--- src/rtl/seq_pkg.sv ---
// Shared types and constants for the sequence display path: scheduler state
// encoding, sequence length and the 7-segment value table indexed by idx.
package seq_pkg;

  typedef enum logic [1:0] {
    IDLE  = 2'd0,
    RUN   = 2'd1,
    PAUSE = 2'd2
  } sched_state_t;

  localparam int SEQ_LEN = 8;

  // Active-high segment patterns (gfedcba) for digits 0..7.
  localparam logic [7:0] SEQ_TABLE [SEQ_LEN] = '{
    8'h3F, 8'h06, 8'h5B, 8'h4F, 8'h66, 8'h6D, 8'h7D, 8'h07
  };

endpackage

--- src/rtl/seq_tick_gen.sv ---
// Half-second prescaler: counts 0..HALF-1 while en is high and pulses tick
// on the terminal count; clr restarts the count from zero.
module seq_tick_gen #(
  parameter int HALF = 25_000_000
) (
  input  logic clk,
  input  logic reset,
  input  logic en,
  input  logic clr,
  output logic tick
);

  localparam int CW = (HALF > 1) ? $clog2(HALF) : 1;

  logic [CW-1:0] r_cnt;

  assign tick = en && (r_cnt == CW'(HALF - 1));

  always_ff @(posedge clk) begin
    if (reset || clr) begin
      r_cnt <= '0;
    end else if (tick) begin
      r_cnt <= '0;
    end else if (en) begin
      r_cnt <= r_cnt + CW'(1);
    end
  end

endmodule

--- src/rtl/seq_step_scheduler.sv ---
// Run/pause/stop sequencer issuing a wrapped table index and one-cycle step
// strobe. Define SEQ_SCHED_PINGPONG_EN for bounce-at-ends indexing.
module seq_step_scheduler
  import seq_pkg::*;
#(
  parameter int FPGA_F = 50_000_000,
  parameter int LEN    = SEQ_LEN,
  parameter int IW     = $clog2(LEN)
) (
  input  logic          clk,
  input  logic          reset,
  input  logic          start,
  input  logic          stop,
  input  logic          fast,
  input  logic          up,
  output logic [IW-1:0] idx,
  output logic          step,
  output logic          running,
  output logic [1:0]    o_dbg_state
);

  localparam int HALF = FPGA_F / 2;

  sched_state_t  r_state;
  sched_state_t  w_state_nxt;
  logic [IW-1:0] r_idx;
  logic [IW-1:0] w_idx_nxt;
  logic          r_step;
  logic          r_running;
  logic          r_phase;
  logic          w_en;
  logic          w_clr;
  logic          w_tick;
  logic          w_step_tick;

  // A stop sampled in RUN freezes the prescaler, so a coinciding tick is lost.
  assign w_en        = (r_state == RUN) && !stop;
  assign w_clr       = (r_state == IDLE) && start && !stop;
  assign w_step_tick = w_tick && (fast || r_phase);

  seq_tick_gen #(.HALF(HALF)) u_tick_gen (
    .clk   (clk),
    .reset (reset),
    .en    (w_en),
    .clr   (w_clr),
    .tick  (w_tick)
  );

  always_comb begin
    w_state_nxt = r_state;
    case (r_state)
      IDLE:    if (start && !stop) w_state_nxt = RUN;
      RUN:     if (stop) w_state_nxt = PAUSE;
      PAUSE: begin
        if (stop)       w_state_nxt = IDLE;
        else if (start) w_state_nxt = RUN;
      end
      default: w_state_nxt = IDLE;
    endcase
  end

`ifdef SEQ_SCHED_PINGPONG_EN
  logic r_dir;
  logic w_eff_dir;
  logic w_dir_nxt;

  // Ends force the direction inward so idx can never leave 0..LEN-1.
  always_comb begin
    w_eff_dir = r_dir;
    if (r_idx == IW'(LEN - 1)) w_eff_dir = 1'b0;
    else if (r_idx == '0)      w_eff_dir = 1'b1;
    w_idx_nxt = w_eff_dir ? (r_idx + IW'(1)) : (r_idx - IW'(1));
    w_dir_nxt = w_eff_dir;
    if (w_idx_nxt == IW'(LEN - 1)) w_dir_nxt = 1'b0;
    else if (w_idx_nxt == '0)      w_dir_nxt = 1'b1;
  end

  always_ff @(posedge clk) begin
    if (reset) begin
      r_dir <= 1'b0;
    end else if (w_clr) begin
      r_dir <= up;
    end else if (w_step_tick) begin
      r_dir <= w_dir_nxt;
    end
  end
`else
  always_comb begin
    w_idx_nxt = '0;
    if (up) w_idx_nxt = (r_idx == IW'(LEN - 1)) ? '0 : (r_idx + IW'(1));
    else    w_idx_nxt = (r_idx == '0) ? IW'(LEN - 1) : (r_idx - IW'(1));
  end
`endif

  always_ff @(posedge clk) begin
    if (reset) begin
      r_state   <= IDLE;
      r_idx     <= '0;
      r_step    <= 1'b0;
      r_running <= 1'b0;
      r_phase   <= 1'b0;
    end else begin
      r_state   <= w_state_nxt;
      r_running <= (w_state_nxt == RUN);
      r_step    <= w_step_tick;
      if ((r_state == PAUSE) && stop) r_idx <= '0;
      else if (w_step_tick)           r_idx <= w_idx_nxt;
      if (w_clr)                 r_phase <= 1'b0;
      else if (w_tick && !fast)  r_phase <= ~r_phase;
    end
  end

  assign idx         = r_idx;
  assign step        = r_step;
  assign running     = r_running;
  assign o_dbg_state = r_state;

endmodule
--- config.mk ---
export PLATFORM = sky130hd
export DESIGN_NAME = seq_step_scheduler
export DESIGN_NICKNAME = d
export VERILOG_FILES = /design/src/rtl/seq_pkg.sv /design/src/rtl/seq_tick_gen.sv /design/src/rtl/seq_step_scheduler.sv
export SDC_FILE = /design/constraint.sdc
export NUM_CORES = 1
export LEC_CHECK = 0
export ABC_AREA = 1
export CAP_MARGIN = 20
export CORE_MARGIN = 1.5
export CORE_UTILIZATION = 54
export CTS_CLUSTER_SIZE = 25
export DETAILED_ROUTE_END_ITERATION = 7
export PLACE_DENSITY = 0.85
export SLEW_MARGIN = 5
export SYNTH_ARGS = -nofsm -noshare
export SYNTH_HDL_FRONTEND = slang
export SYNTH_SLANG_ARGS = --single-unit
--- constraint.sdc ---
create_clock -name clk -period 2.17 [get_ports clk]
set_clock_uncertainty 0.2 [all_clocks]
set_input_delay 0.434 -clock clk [delete_from_list [all_inputs] [get_ports clk]]
set_output_delay 0.434 -clock clk [all_outputs]
set_load 0.02 [all_outputs]
# Yosys cells after proc, flatten, opt, wreduce, memory -nomap -nowiden
# Cells that the tools add are included.
# word_totals
elab_cells	40
reg_bits	33
inputBits	6
output_inout_bits	7
# classes
mux	8
eq_ne	5
bitwise_logic	1
add_sub_neg	3
n_reduce_logical	17
# op_table
operator	count
$add A25 B1 Y25 const B	1
$eq A25 B25 Y1 const B	1
$mux W3	3
$logic_and A1 B1 Y1	8
$mux W2	4
$pmux W2 S3	1
$reduce_or A2 Y1	3
$eq A2 B1 Y1 const B	2
$add A3 B1 Y3 const B	1
$eq A3 B3 Y1 const B	1
$logic_not A3 Y1	1
$sub A3 B1 Y3 const B	1
$eq A2 B2 Y1 const B	1
$logic_not A1 Y1	2
$logic_not A2 Y1	1
$logic_or A1 B1 Y1	2
$not A1 Y1	1

# Longest topological paths before layout
# Gate-level depths: netlist (run 1).
# logic_depth
ltp_word	5
mapped_depth	9
ltp_nobuf	9

# Hierarchy
# From an unflattened synthesis (run 1), not the netlist that was laid out.
# unflattened
hier_cells	271
area_unflattened_um2	1799.2
# modules_own_cells
module	cells_each	n_inst	area_each_um2	seq_area_each_um2
seq_tick_gen	206	1	1360.1	500.5
seq_step_scheduler	65	1	439.2	160.2

# Least setup slack after synthesis (run 1)
# No wires, ideal clock.
# synth_timing
path_type	register to register
start	register r_state[0], in the netlist o_dbg_state[0]
end	register u_tick_gen.r_cnt[12]
arrival_time_ns	1.329
slack_ns	0.526
required_ns	1.855
setup_ns	0.115
period_less_slack_ns	1.644
path_stages_with_launch	9
n_path_buf	1
path_cell_list	dfxtp_1 nand2_2 nor2_4 nand2_4 nor2_4 nand2_2 nand2_4 buf_12 nor2_2
# synth_via
elab_chain_len	5
elab_cells_between_ends	8
classes_between	eq/ne: 1; reduce/logical: 7
# synth_lines
element	line_no	text
from (decl)	seq_step_scheduler.sv:24	sched_state_t r_state;
from (signal assigned)	seq_step_scheduler.sv:103	r_state <= w_state_nxt;
$logic_not A2 Y1	seq_step_scheduler.sv:38	assign w_clr = (r_state == IDLE) && start && !stop;
$logic_and A1 B1 Y1 (2 in series)	seq_step_scheduler.sv:38	
$logic_or A1 B1 Y1	seq_tick_gen.sv:20	if (reset || clr) begin
$reduce_or A2 Y1 (no line)	-	
to (signal assigned)	seq_tick_gen.sv:25	r_cnt <= r_cnt + CW'(1);
to (decl)	seq_tick_gen.sv:15	logic [CW-1:0] r_cnt;
# Parallel ways exist; a longest one is shown, timed or not.
# A chain may end at the register's enable or synchronous reset.

# Worst setup path after layout (run 1)
# layout_timing
start	register r_state[0], in the netlist o_dbg_state[0]
end	output port o_dbg_state[0]
# layout_lines
element	line_no	text
to (decl)	seq_step_scheduler.sv:19	output logic [1:0] o_dbg_state
# No word-level cell between the ends.

==> metrics.yaml, run 1 <==
yosys:
  yosysUniqueCellTypes: 24
  synth_area_leader_cell: "dfxtp_1"
  async_flop_share_pct: 0
  seq_area_frac_synth_pct: 33.3
  netlist_instances: 295
  synth_top_area_share_pct: 33.3
  yosysWarnings: 0
  synth_area_per_cell_um2: 6.73
  synthTopCellsByArea: "dfxtp_1, nand2_1, nor2_1, inv_1, nand3_1"
  synthFlopType: "dfxtp_1"
  synth-edff-count: 0
  synth_area_um2: 1980
  ys_ff_latch: 33
  syn-num-nets: 306
pwr:
  p_seq_share_pct: 51.3
  powerDensity_nw_per_um2: 524
  ir_worst_vdd_mv: 0.255
  p_sw_share_pct: 22.5
  p_comb_share_pct: 6.1
  p_sw_uw: 268
  power_mw: 1.19
  p_clk_share_pct: 42.6
  p_int_uw: 924
  p_leak_nw: 0.867
worst_setup_path:
  reg2regPathDepth: 8
  r2r_setup_slack_ns: 0.42
  path_class: "flip-flop to output pin"
  crit_required_ns: 1.54
  start_kind: "flip-flop"
  cp.depth: 1
  crit_path_end: "o_dbg_state[0]"
  crit_chain: "clkdlybuf4s50_1"
  critPathMaxStageDelay_ns: 0.66
  crit_family: "buffers and inverters"
  cp-startpoint: "o_dbg_state[0]$_SDFF_PP0_"
  r2r_start: "u_tick_gen.r_cnt[0]$_SDFFE_PP0P_"
  path_buf_inv: 1
  critPathMaxFanout: 6
  endpoint_kind: "output pin"
  cp_slowest_cell: "clkdlybuf4s50_1"
  rr_endpoint: "u_tick_gen.r_cnt[3]$_SDFFE_PP0P_"
  arrival_ns: 1.43
detailed_routing:
  drt_iter0_drc: 83
  drc_errors: 0
  wl_met1_um: 1880
  vias: 1818
  drtAntennaViolNets: 0
  met2_length_um: 1790
  highest_layer: "met4"
  wl_um: 3880
  wl_met3_um: 131
  wl_per_cell_um: 10.6
  first_pass_iters: 4
  vias_per_cell: 4.99
final_layout:
  stdcell_area_um2: 2270
  drive_gt1_share_pct: 14.8
  final_common_cell: "nand2_1"
  num_antenna_cells: 0
  finalNonFillerCells: 364
  fin_util_pct: 66.0
  area_growth_pct: 14.6
  layout_common_cells: "nand2_1, nor2_1, inv_1"
  nets: 328
grt:
  grt_pass1_vias: 1650
  grtUsageTotal_pct: 21.5
  grt_start_max_net_pins: 16
  grt_overflow: 0
  grt_first_pass_wirelength_um: 6840
  antenna_found_initial: 0
placed_design:
  dp.cells: 356
  place_congestion: 0.861
  pre_cts_ws_ns: 0.0551
  portBuffers: 12
  post-dp-hpwl_um: 2930
  postPlaceCellArea_um2: 2170
job:
  cap_violations: 0
clocking:
  post-cts-setup-buffers: 0
  htreeDepth: 2
  cts-root-buf: "clkbuf_8"
  cts_made_buffers: 5
  cts_num_sinks: 33
  clk_pin_slew_ns: 0.07
  clock_latency_ns: 0.29
  cts_tree: "yes"
  ctsHoldBuffers: 0
  ctsLongestPathBuffers: 2
  cts_resized: 0
die:
  start_util_pct: 57.7
  rows: 21
  die_y_um: 63.6
  die-area_um2: 4050
  boundaryPins: 13
  die_x_um: 63.6
  coreArea_um2: 3440
timing:
  period_needed_ns: 2.07
  fin_setup_tns_ns: 0
  finalHoldViolCount: 0
  tightest_slew_ns: 0.285
  whs_ns: 0.282
  maxSlewHeadroom_pct: 81.0
  period_share_pct: 95.3
  finalSetupViolCount: 0
  rsz0062_at_grt: "false"
  clock.fmax_ghz: 0.484
  slew_viol_final: 0
  layout_setup_ws_ns: 0.103
status:
  status: "completed"
min_path:
  hp-class: "flip-flop to flip-flop"
==> worst min path at each step <==
stage                                           startpoint  slack (ns)  depth (start not counted)                               end
after floorplan           u_tick_gen.r_cnt[1]$_SDFFE_PP0P_        0.26                          2  u_tick_gen.r_cnt[1]$_SDFFE_PP0P_
after global placement    u_tick_gen.r_cnt[1]$_SDFFE_PP0P_        0.27                          2  u_tick_gen.r_cnt[1]$_SDFFE_PP0P_
after detailed placement  u_tick_gen.r_cnt[1]$_SDFFE_PP0P_        0.28                          2  u_tick_gen.r_cnt[1]$_SDFFE_PP0P_
after CTS                 u_tick_gen.r_cnt[1]$_SDFFE_PP0P_        0.29                          2  u_tick_gen.r_cnt[1]$_SDFFE_PP0P_
after global routing      u_tick_gen.r_cnt[1]$_SDFFE_PP0P_        0.32                          2  u_tick_gen.r_cnt[1]$_SDFFE_PP0P_
final                     u_tick_gen.r_cnt[1]$_SDFFE_PP0P_        0.28                          2  u_tick_gen.r_cnt[1]$_SDFFE_PP0P_
==> power by group through the flow <==
stage	Sequential (mW)	Clock [mW]	Combinational, mW
after floorplan	0.628	0	0.0441
after global placement	0.626	0	0.0710
after detailed placement	0.626	0	0.0726
after CTS	0.612	0.521	0.0727
after global routing	0.612	0.547	0.0801
final	0.612	0.508	0.0724
==> synthesized netlist by cell type, types with 2 or more instances <==
| master | number |
|---|---|
| a21oi_1 | 14 |
| dfxtp_1 | 33 |
| ha_1 | 5 |
| inv_1 | 38 |
| nand2_1 | 75 |
| nand2_2 | 3 |
| nand2_4 | 2 |
| nand3_1 | 25 |
| nand3_4 | 2 |
| nand4_1 | 5 |
| nor2_1 | 44 |
| nor2_2 | 16 |
| nor2_4 | 7 |
| nor3_1 | 5 |
| o21ai_0 | 5 |
| o21bai_1 | 2 |
| or2_2 | 2 |
| xnor2_1 | 4 |
| xor2_1 | 3 |
==> cell families after synthesis <==
kind of cell	share of synthesized area (%)
and+or+nand+nor	46.5
buffers and inverters	8.39
adders and majority gates	3.15
AOI/OAI and AO/OA	5.55
DFF	33.3
xor gates and xnor gates	3.09
==> metal layers <==
layer | GRT usage [%] | vias up
met5 | 0 | -
met4 | 10.9 | 0
met3 | 3.75 | 7
met2 | 35.1 | 36
met1 | 27.1 | 809
li1 | - | 966
==> sequential cells by signal (all words and copies together), names as in the netlist <==
name	flops
r_phase	1
idx	3
u_tick_gen.r_cnt	25
o_dbg_state	2
step	1
running	1
==> area by class of cell <==
cell class	count	area, um2
fill	313	1170
sequential	33	661
timing repair buffer	16	150
clock buffer	7	96.3
multi-input combinational	222	1160
clock inverter	1	5.00
tap	46	57.6
inverter	39	146
Power figures use the tool's default switching activity.
==> run 2, diff against run 1 <==
- CORE_ASPECT_RATIO: default -> 0.7
- MAX_ROUTING_LAYER: default -> met4
==> run 2 against run 1 <==
  * Combinational power about the same
  * Count of clock-buffer cells in the layout is 1 higher
  * Non-clock buffer count fell by 1
  * Total power shrank 4.7%
  * Largest cell class unchanged
  * Critical path type unchanged
  * Wire length increased by 8.4%
==> metrics.yaml, run 2 (synthesis gave the netlist of run 1 again) <==
clocking:
  cts_num_sinks: 33  # unchanged
  htreeDepth: 2  # unchanged
  cts_made_buffers: 5  # unchanged
  ctsLongestPathBuffers: 2  # unchanged
  ctsHoldBuffers: 0  # unchanged
  cts_resized: 0  # unchanged
  post-cts-setup-buffers: 0  # unchanged
  cts-root-buf: "clkbuf_8"
  clk_pin_slew_ns: 0.06  # about the same
  cts_tree: "yes"
  clock_latency_ns: 0.29  # about the same
pwr:
  p_clk_share_pct: 39.8  # -2.8 points
  p_sw_share_pct: 23.9  # +1.4 points
  p_sw_uw: 272  # +1.4%
  ir_worst_vdd_mv: 0.294  # +15%
  p_seq_share_pct: 53.9  # +2.6 points
  power_mw: 1.14  # -4.7%
  p_leak_nw: 0.848  # -2.2%
  p_int_uw: 865  # -6.4%
  p_comb_share_pct: 6.3  # +0.2 points
  powerDensity_nw_per_um2: 505  # -3.7%
timing:
  finalSetupViolCount: 0  # unchanged
  clock.fmax_ghz: 0.482  # -0.29%
  finalHoldViolCount: 0  # unchanged
  rsz0062_at_grt: "false"
  period_share_pct: 95.5  # +0.28 points
  tightest_slew_ns: 0.297  # +0.0124 ns
  fin_setup_tns_ns: 0  # unchanged
  layout_setup_ws_ns: 0.0969  # -0.00608 ns
  slew_viol_final: 0  # unchanged
  period_needed_ns: 2.07  # +0.00608 ns
  maxSlewHeadroom_pct: 80.0  # -0.93 points
die:
  die_y_um: 53.7  # -16%
  start_util_pct: 56.5  # -1.2 points
  die-area_um2: 4050  # +0.15%
  boundaryPins: 13  # unchanged
  rows: 18  # -14%
  coreArea_um2: 3510  # +2.1%
  die_x_um: 75.5  # +19%
worst_setup_path:
  crit_family: "buffers and inverters"
  critPathMaxFanout: 6  # unchanged
  path_buf_inv: 1  # unchanged
  start_kind: "flip-flop"
  cp_slowest_cell: "clkdlybuf4s50_1"
  crit_required_ns: 1.54  # about the same
  path_class: "flip-flop to output pin"
  endpoint_kind: "output pin"
  critPathMaxStageDelay_ns: 0.66  # about the same
  reg2regPathDepth: 8  # unchanged
  arrival_ns: 1.44  # about the same
  crit_chain: "clkdlybuf4s50_1"
  cp.depth: 1  # unchanged
detailed_routing:
  drc_errors: 0  # unchanged
  wl_per_cell_um: 11.4  # +7.5%
  vias_per_cell: 5.01  # +0.22%
  vias: 1837  # +1.0%
  first_pass_iters: 4  # unchanged
  wl_um: 4200  # +8.4%
  drt_iter0_drc: 135  # +63%
  drtAntennaViolNets: 0  # unchanged
final_layout:
  stdcell_area_um2: 2250  # -1.0%
  top_register: "u_tick_gen.r_cnt"
  fin_util_pct: 64.0  # -2.0 points
  layout_common_cells: "nand2_1, nor2_1, inv_1"
  drive_gt1_share_pct: 13.6  # -1.2 points
  area_growth_pct: 13.4
  largest_register_ffs: 25  # unchanged
  nFillCells: 322  # +2.9%
  num_antenna_cells: 0  # unchanged
  multiInputGateArea_um2: 1160  # unchanged
  nets: 327  # -0.30%
  regArea_um2: 661  # unchanged
  final_common_cell: "nand2_1"
grt:
  antenna_found_initial: 0  # unchanged
  grt_pass1_vias: 1478  # -10%
  grtUsageTotal_pct: 24.0  # +2.5 points
  grt_first_pass_wirelength_um: 6910  # +1.0%
  grt_start_max_net_pins: 16  # unchanged
  grt_overflow: 0  # unchanged
placed_design:
  post-dp-hpwl_um: 3200  # +9.2%
  pre_cts_ws_ns: 0.0120  # -0.0431 ns
  portBuffers: 12  # unchanged
  postPlaceCellArea_um2: 2170  # -0.12%
  place_congestion: 0.910  # +5.7%
status:
  status: "completed"
min_path:
  min_path_cells: 2  # unchanged
  hp-class: "flip-flop to flip-flop"
job:
  cap_violations: 0  # unchanged
==> run 2: cell types whose count changed in the layout (fill, tap and decap cells not counted) <==
cell and change:
clkinv_2 -1, buf_4 -1, clkbuf_8 -2, clkbuf_1 +3
==> run 2: path summary, 6_finish.rpt <==
check                                   start                               end  slack [ns]
max reg2reg  u_tick_gen.r_cnt[0]$_SDFFE_PP0P_  u_tick_gen.r_cnt[1]$_SDFFE_PP0P_        0.44
min reg2reg  u_tick_gen.r_cnt[1]$_SDFFE_PP0P_  u_tick_gen.r_cnt[1]$_SDFFE_PP0P_        0.30
max                 o_dbg_state[0]$_SDFF_PP0_                    o_dbg_state[0]         0.1
min          u_tick_gen.r_cnt[1]$_SDFFE_PP0P_  u_tick_gen.r_cnt[1]$_SDFFE_PP0P_        0.30
==> run 2: power groups by stage <==
stage / clock (mW) / combinational [mW] / sequential (mW)
after CTS: 0.458 / 0.0725 / 0.612
after global routing: 0.486 / 0.0799 / 0.612
final: 0.452 / 0.0721 / 0.612
after global placement: 0 / 0.0703 / 0.626
after floorplan: 0 / 0.0441 / 0.628
after detailed placement: 0 / 0.0720 / 0.626
==> run 2: area by class of cell <==
class / instances / area share, %
multi-input cells: 222 / 51.4
flip-flops and latches: 33 / 29.4
inverters: 39 / 6.51
repair buffers: 15 / 6.34
well taps: 50 / 2.78
clock buffers: 8 / 3.56
==> run 2: tightest hold or removal path: cells and delay by family (launching register included) <==
family,cells,cell delay [ns]
AO/OA/AOI/OAI,1,0.06
flip-flops,1,0.33
AND/OR/NAND/NOR,1,0.07
==> run 2: metal layers <==
layer / track usage [%] / routed length (um) / share of wire [%] / vias to the layer above
met5: - / 0 / 0 / -
met4: 8.93 / 44 / 1.0 / 0
met3: 7.68 / 340 / 8.1 / 5
met2: 29.1 / 1600 / 38 / 59
met1: 35.7 / 2210 / 53 / 804
li1: - / - / - / 969
==> run 2: stage by stage <==
step                      hold slack (ns)  cells
after detailed placement            0.281    359
after CTS                           0.291    367
after global placement              0.276    359
after global routing                0.316    367
after floorplan                     0.257    295
final                               0.298    367
